## src/rtl/alu_issue.sv

```systemverilog
// RV32I ALU issue stage: decodes R/I-type ALU instructions, reads a 32x32
// register file with writeback bypass, and presents operands in a single-entry output register.
module alu_issue (
    input  logic        clk,
    input  logic        rst_n,
    input  logic        instr_valid,
    input  logic [31:0] instr,
    output logic        instr_ready,
    output logic        op_valid,
    input  logic        op_ready,
    output logic [31:0] r1,
    output logic [31:0] r2,
    output logic [2:0]  funct3,
    output logic [4:0]  rd,
    input  logic        wb_en,
    input  logic [4:0]  wb_rd,
    input  logic [31:0] wb_data,
    output logic        illegal
);

    localparam logic [6:0] OPC_R = 7'b0110011;
    localparam logic [6:0] OPC_I = 7'b0010011;

    logic [31:0] rf [32];

    logic [6:0]  opcode;
    logic [4:0]  rs1_idx;
    logic [4:0]  rs2_idx;
    logic [2:0]  f3;
    logic        is_r;
    logic        is_i;
    logic        legal;
    logic        accept;
    logic [31:0] rs1_val;
    logic [31:0] rs2_val;
    logic [31:0] imm_val;
    logic [31:0] r2_next;

    // Handshake: an instruction moves on an edge where instr_valid && instr_ready;
    // an operation leaves on an edge where op_valid && op_ready. The output
    // register can be refilled on the same edge it drains.
    assign instr_ready = !op_valid || op_ready;
    assign accept      = instr_valid && instr_ready;

    always_comb begin
        opcode  = instr[6:0];
        rs1_idx = instr[19:15];
        rs2_idx = instr[24:20];
        f3      = instr[14:12];
        is_r    = (opcode == OPC_R);
        is_i    = (opcode == OPC_I);
        legal   = is_r || is_i;

        // Source reads see a same-cycle writeback; x0 is hardwired to zero.
        rs1_val = rf[rs1_idx];
        if (rs1_idx == 5'd0) begin
            rs1_val = '0;
        end else if (wb_en && (wb_rd == rs1_idx)) begin
            rs1_val = wb_data;
        end

        rs2_val = rf[rs2_idx];
        if (rs2_idx == 5'd0) begin
            rs2_val = '0;
        end else if (wb_en && (wb_rd == rs2_idx)) begin
            rs2_val = wb_data;
        end

        // Shifts take an unsigned 5-bit shamt; everything else a signed 12-bit immediate.
        if ((f3 == 3'b001) || (f3 == 3'b101)) begin
            imm_val = {27'd0, instr[24:20]};
        end else begin
            imm_val = {{20{instr[31]}}, instr[31:20]};
        end

        r2_next = is_r ? rs2_val : imm_val;
    end

    always_ff @(posedge clk or negedge rst_n) begin
        if (!rst_n) begin
            for (int i = 0; i < 32; i++) begin
                rf[i] <= '0;
            end
        end else if (wb_en && (wb_rd != 5'd0)) begin
            rf[wb_rd] <= wb_data;
        end
    end

    always_ff @(posedge clk or negedge rst_n) begin
        if (!rst_n) begin
            op_valid <= 1'b0;
            illegal  <= 1'b0;
            r1       <= '0;
            r2       <= '0;
            funct3   <= '0;
            rd       <= '0;
        end else begin
            illegal <= accept && !legal;
            if (accept && legal) begin
                op_valid <= 1'b1;
                r1       <= rs1_val;
                r2       <= r2_next;
                funct3   <= f3;
                rd       <= instr[11:7];
            end else if (op_ready) begin
                op_valid <= 1'b0;
            end
        end
    end

endmodule

```

## config.mk

```make
export PLATFORM = sky130hd
export DESIGN_NAME = alu_issue
export DESIGN_NICKNAME = d
export VERILOG_FILES = /design/src/rtl/alu_issue.sv
export SDC_FILE = /design/constraint.sdc
export NUM_CORES = 2
export LEC_CHECK = 0
export CAP_MARGIN = 20
export CELL_PAD_IN_SITES_DETAIL_PLACEMENT = 2
export CELL_PAD_IN_SITES_GLOBAL_PLACEMENT = 2
export CORE_MARGIN = 3
export CORE_UTILIZATION = 45
export DETAILED_ROUTE_END_ITERATION = 8
export PLACE_DENSITY_LB_ADDON = 0.1
export SYNTH_ARGS = -nofsm -noshare
export SYNTH_HDL_FRONTEND = slang
export SYNTH_SLANG_ARGS = --single-unit
export TNS_END_PERCENT = 5
```

## constraint.sdc

```tcl
create_clock -name clk -period 2.2 [get_ports clk]
set_input_delay 0.44 -clock clk [delete_from_list [all_inputs] [get_ports clk]]
set_output_delay 0.44 -clock clk [all_outputs]
set_load 0.05 [all_outputs]
```

==> results.py <==
metrics = {
    "outcome": {
        "outcome": "finished, final reports clean",
    },
    "timing": {
        "maxSlewViolCount": 0,
        "fin_crit_ns": 2.15,
        "timing.final.crit_share": 0.976,
        "worstMarginPinSlew_ns": 1.07,
        "relSlewSlack": 0.282,
        "finalSetupViolations": 0,
        "setup_ws_ns": 0.0528,
        "hold_viol": 0,
        "rsz0062_at_grt": "no",
        "fmax_mhz": 466,
        "setup_tns_ns": 0,
        "finClkSkew_ns": 0.0240,
    },
    "logic_synthesis": {
        "synth.avg_cell_area_um2": 15.4,
        "synth_seq_area_share": 0.481,
        "syn_inst": 3712,
        "synth_flop_cell": "dfrtp_1",
        "netlist_top_cells_area": "dfrtp_1, mux4_2, mux2_2",
        "yosysWarnings": 0,
        "synth-seq-cells": 1098,
        "synth_cell_type_count": 48,
        "synthArstFlopShare": 1.00,
        "synth_nets": 3786,
        "synth.cell_area_mm2": 0.0572,
        "synth_area_leader_cell": "dfrtp_1",
        "synth_edf_count": 0,
        "synth_top_area_frac": 0.481,
    },
    "global_route": {
        "grt_max_degree": 103,
        "grt_pass1_vias": 44165,
        "grt_use_total": 0.344,
        "antenna_found_initial": 5,
        "grt_remaining_overflow": 0,
        "grt_first_pass_wirelength_mm": 329,
    },
    "clock_tree": {
        "cts_tree": "done",
        "cts_sinks": 1098,
        "clk_path_buf_depth": 3,
        "clkTransAtPathRegs_ns": 0.06,
        "h-tree-depth": 4,
        "root_buffer": "clkbuf_16",
        "insertion_delay_ns": 0.78,
        "numCtsBuffers": 131,
    },
    "worst_setup_path": {
        "r2r_start": "rf[256]",
        "reg2reg_to": "r2[0]",
        "critPathRequiredTime_ns": 1.76,
        "cp_max_fo": 2,
        "arrival_ns": 1.71,
        "rr_worst_depth": 5,
        "crit_buf_inv": 1,
        "path_class": "flip-flop to primary output",
        "cpMaxStageDelayCell": "dlygate4sd2_1",
        "max_stage_delay_ns": 0.57,
        "worstSetupStartpointType": "flip-flop",
        "r2r_slack_ns": 0.07,
        "cpLargestDelayFamily": "buffers and inverters",
        "cp_cell_sequence": "dlygate4sd2_1",
        "endpoint_kind": "primary output",
    },
    "floorplan": {
        "io_pins": 149,
        "fp.dieW_um": 362,
        "initial_core_util": 0.454,
        "dieArea_mm2": 0.131,
        "dieHeight_um": 362,
        "row_count": 130,
        "core_mm2": 0.126,
    },
    "final_layout": {
        "fill_cells": 10929,
        "nets": 4112,
        "final_cell_area_mm2": 0.0688,
        "drive_above_1_share": 0.561,
        "areaGrowthSynthToFinish_pct": 20.4,
        "layout_commonest_cell": "dfrtp_1",
        "final_cell_mix": "dfrtp_1, mux2_2, mux4_2",
    },
    "place": {
        "dp_slack_ns": -0.626,
        "placed_area_mm2": 0.0645,
        "dp_hpwl_mm": 148,
        "place.gp.congestion": 0.840,
        "portBuffers": 148,
    },
    "flow_run": {
        "maxCapViolCount": 0,
    },
    "power_and_ir_drop": {
        "p_int_w": 0.0445,
        "seq_power_share": 0.436,
        "p_leak_nw": 29.7,
        "sw_frac_of_total": 0.292,
        "power_w": 0.0629,
        "clkPwrFrac": 0.348,
        "p_sw_w": 0.0184,
        "power_density_mw_per_mm2": 914,
        "share_comb_of_total_power": 0.216,
        "ir_drop_v": 0.000874,
    },
    "detailed_routing": {
        "drt_first_pass_iters": 5,
        "postRouteAntennaNets": 0,
        "via_per_inst": 6.69,
        "wl_per_cell_um": 38.5,
        "drtIter0Drc": 3292,
        "wl_mm": 223,
        "dr_total_vias": 38730,
        "drc": 0,
    },
    "min_path": {
        "hold_class": "primary input to asynchronous set/reset pin",
    },
}
## synthesized netlist by cell type (14+ instances only)
| master | number |
|---|---|
| a21oi_1 | 44 |
| mux4_2 | 564 |
| nand2b_1 | 37 |
| clkbuf_1 | 223 |
| mux2_2 | 993 |
| nand2_1 | 77 |
| a31oi_1 | 34 |
| a22o_1 | 20 |
| a22oi_1 | 105 |
| buf_1 | 75 |
| o22ai_1 | 41 |
| buf_2 | 101 |
| o21ai_1 | 31 |
| nand3b_1 | 24 |
| nand3_1 | 37 |
| nor2_1 | 54 |
| buf_4 | 14 |
| mux2i_1 | 55 |
| dfrtp_1 | 1098 |
## timing repair
action / 4_1_cts / 5_1_grt
setup buffers: 0 / 0
endpoints found under the setup margin: 51 / 2
gates cloned: 0 / 0
hold buffers: 1 / 0
gates resized for setup: 100 / 1
hold endpoints to repair: 296 / 0
## cell families after synthesis
kind of cell	count (synthesis)	synth area share
buf+inv	428	0.0324
simple gates	271	0.0239
xor+xnor	10	0.00153
flops	1098	0.481
mux	1612	0.428
compound gates	293	0.0338
## stage by stage
step | hold slack [ns] | util | instances
after CTS | 0.0828 | 0.546 | 5787
after detailed placement | 0.326 | 0.513 | 5554
after global routing | 0.118 | 0.546 | 5787
final | 0.132 | 0.547 | 5788
after global placement | 0.323 | 0.513 | 5554
after floorplan | 0.144 | - | 3712
## routing by layer
metal  vias up  part of all wire  GRT usage
met1     21653              0.40      0.441
met3       548             0.055     0.0625
met4         2             0.053      0.163
met2      1483              0.49      0.570
li1      15044                 -          -
met5         -          0.000072          0
## worst max path at each step
stage / startpoint / endpoint / cells past startpoint
after CTS: r1[29] / r1[29] / 1
after global routing: r2[0] / r2[0] / 1
after floorplan: instr[20] / r2[14] / 6
after detailed placement: wb_rd[1] / r2[18] / 8
final: r2[8] / r2[8] / 1
after global placement: wb_rd[1] / r2[10] / 8
## power by group through the flow
stage | registers [W] | clock network [W] | logic [W]
after CTS | 0.0273 | 0.0223 | 0.0137
after floorplan | 0.0267 | 0 | 0.00867
after global routing | 0.0278 | 0.0232 | 0.0144
after global placement | 0.0267 | 0 | 0.0128
after detailed placement | 0.0275 | 0 | 0.0135
final | 0.0274 | 0.0219 | 0.0136
## sequential cells by signal, summed over array words and instances (netlist names)
register	cells
op_valid	1
rf	1024
funct3	3
rd	5
r1	32
r2	32
illegal	1
## final cells by class
type | instances | area, µm² | share of cell area
Multi-Input combinational cell | 2186 | 28000 | 0.408
Sequential cell | 1098 | 27500 | 0.399
Timing Repair Buffer | 615 | 6930 | 0.101
Clock buffer | 198 | 3860 | 0.0562
Tap cell | 1650 | 2060 | 0.0300
Clock inverter | 34 | 400 | 0.00582
Inverter | 6 | 22.5 | 0.000327
Antenna cell | 1 | 2.50 | 0.0000364
Power figures use the tool's default switching activity.
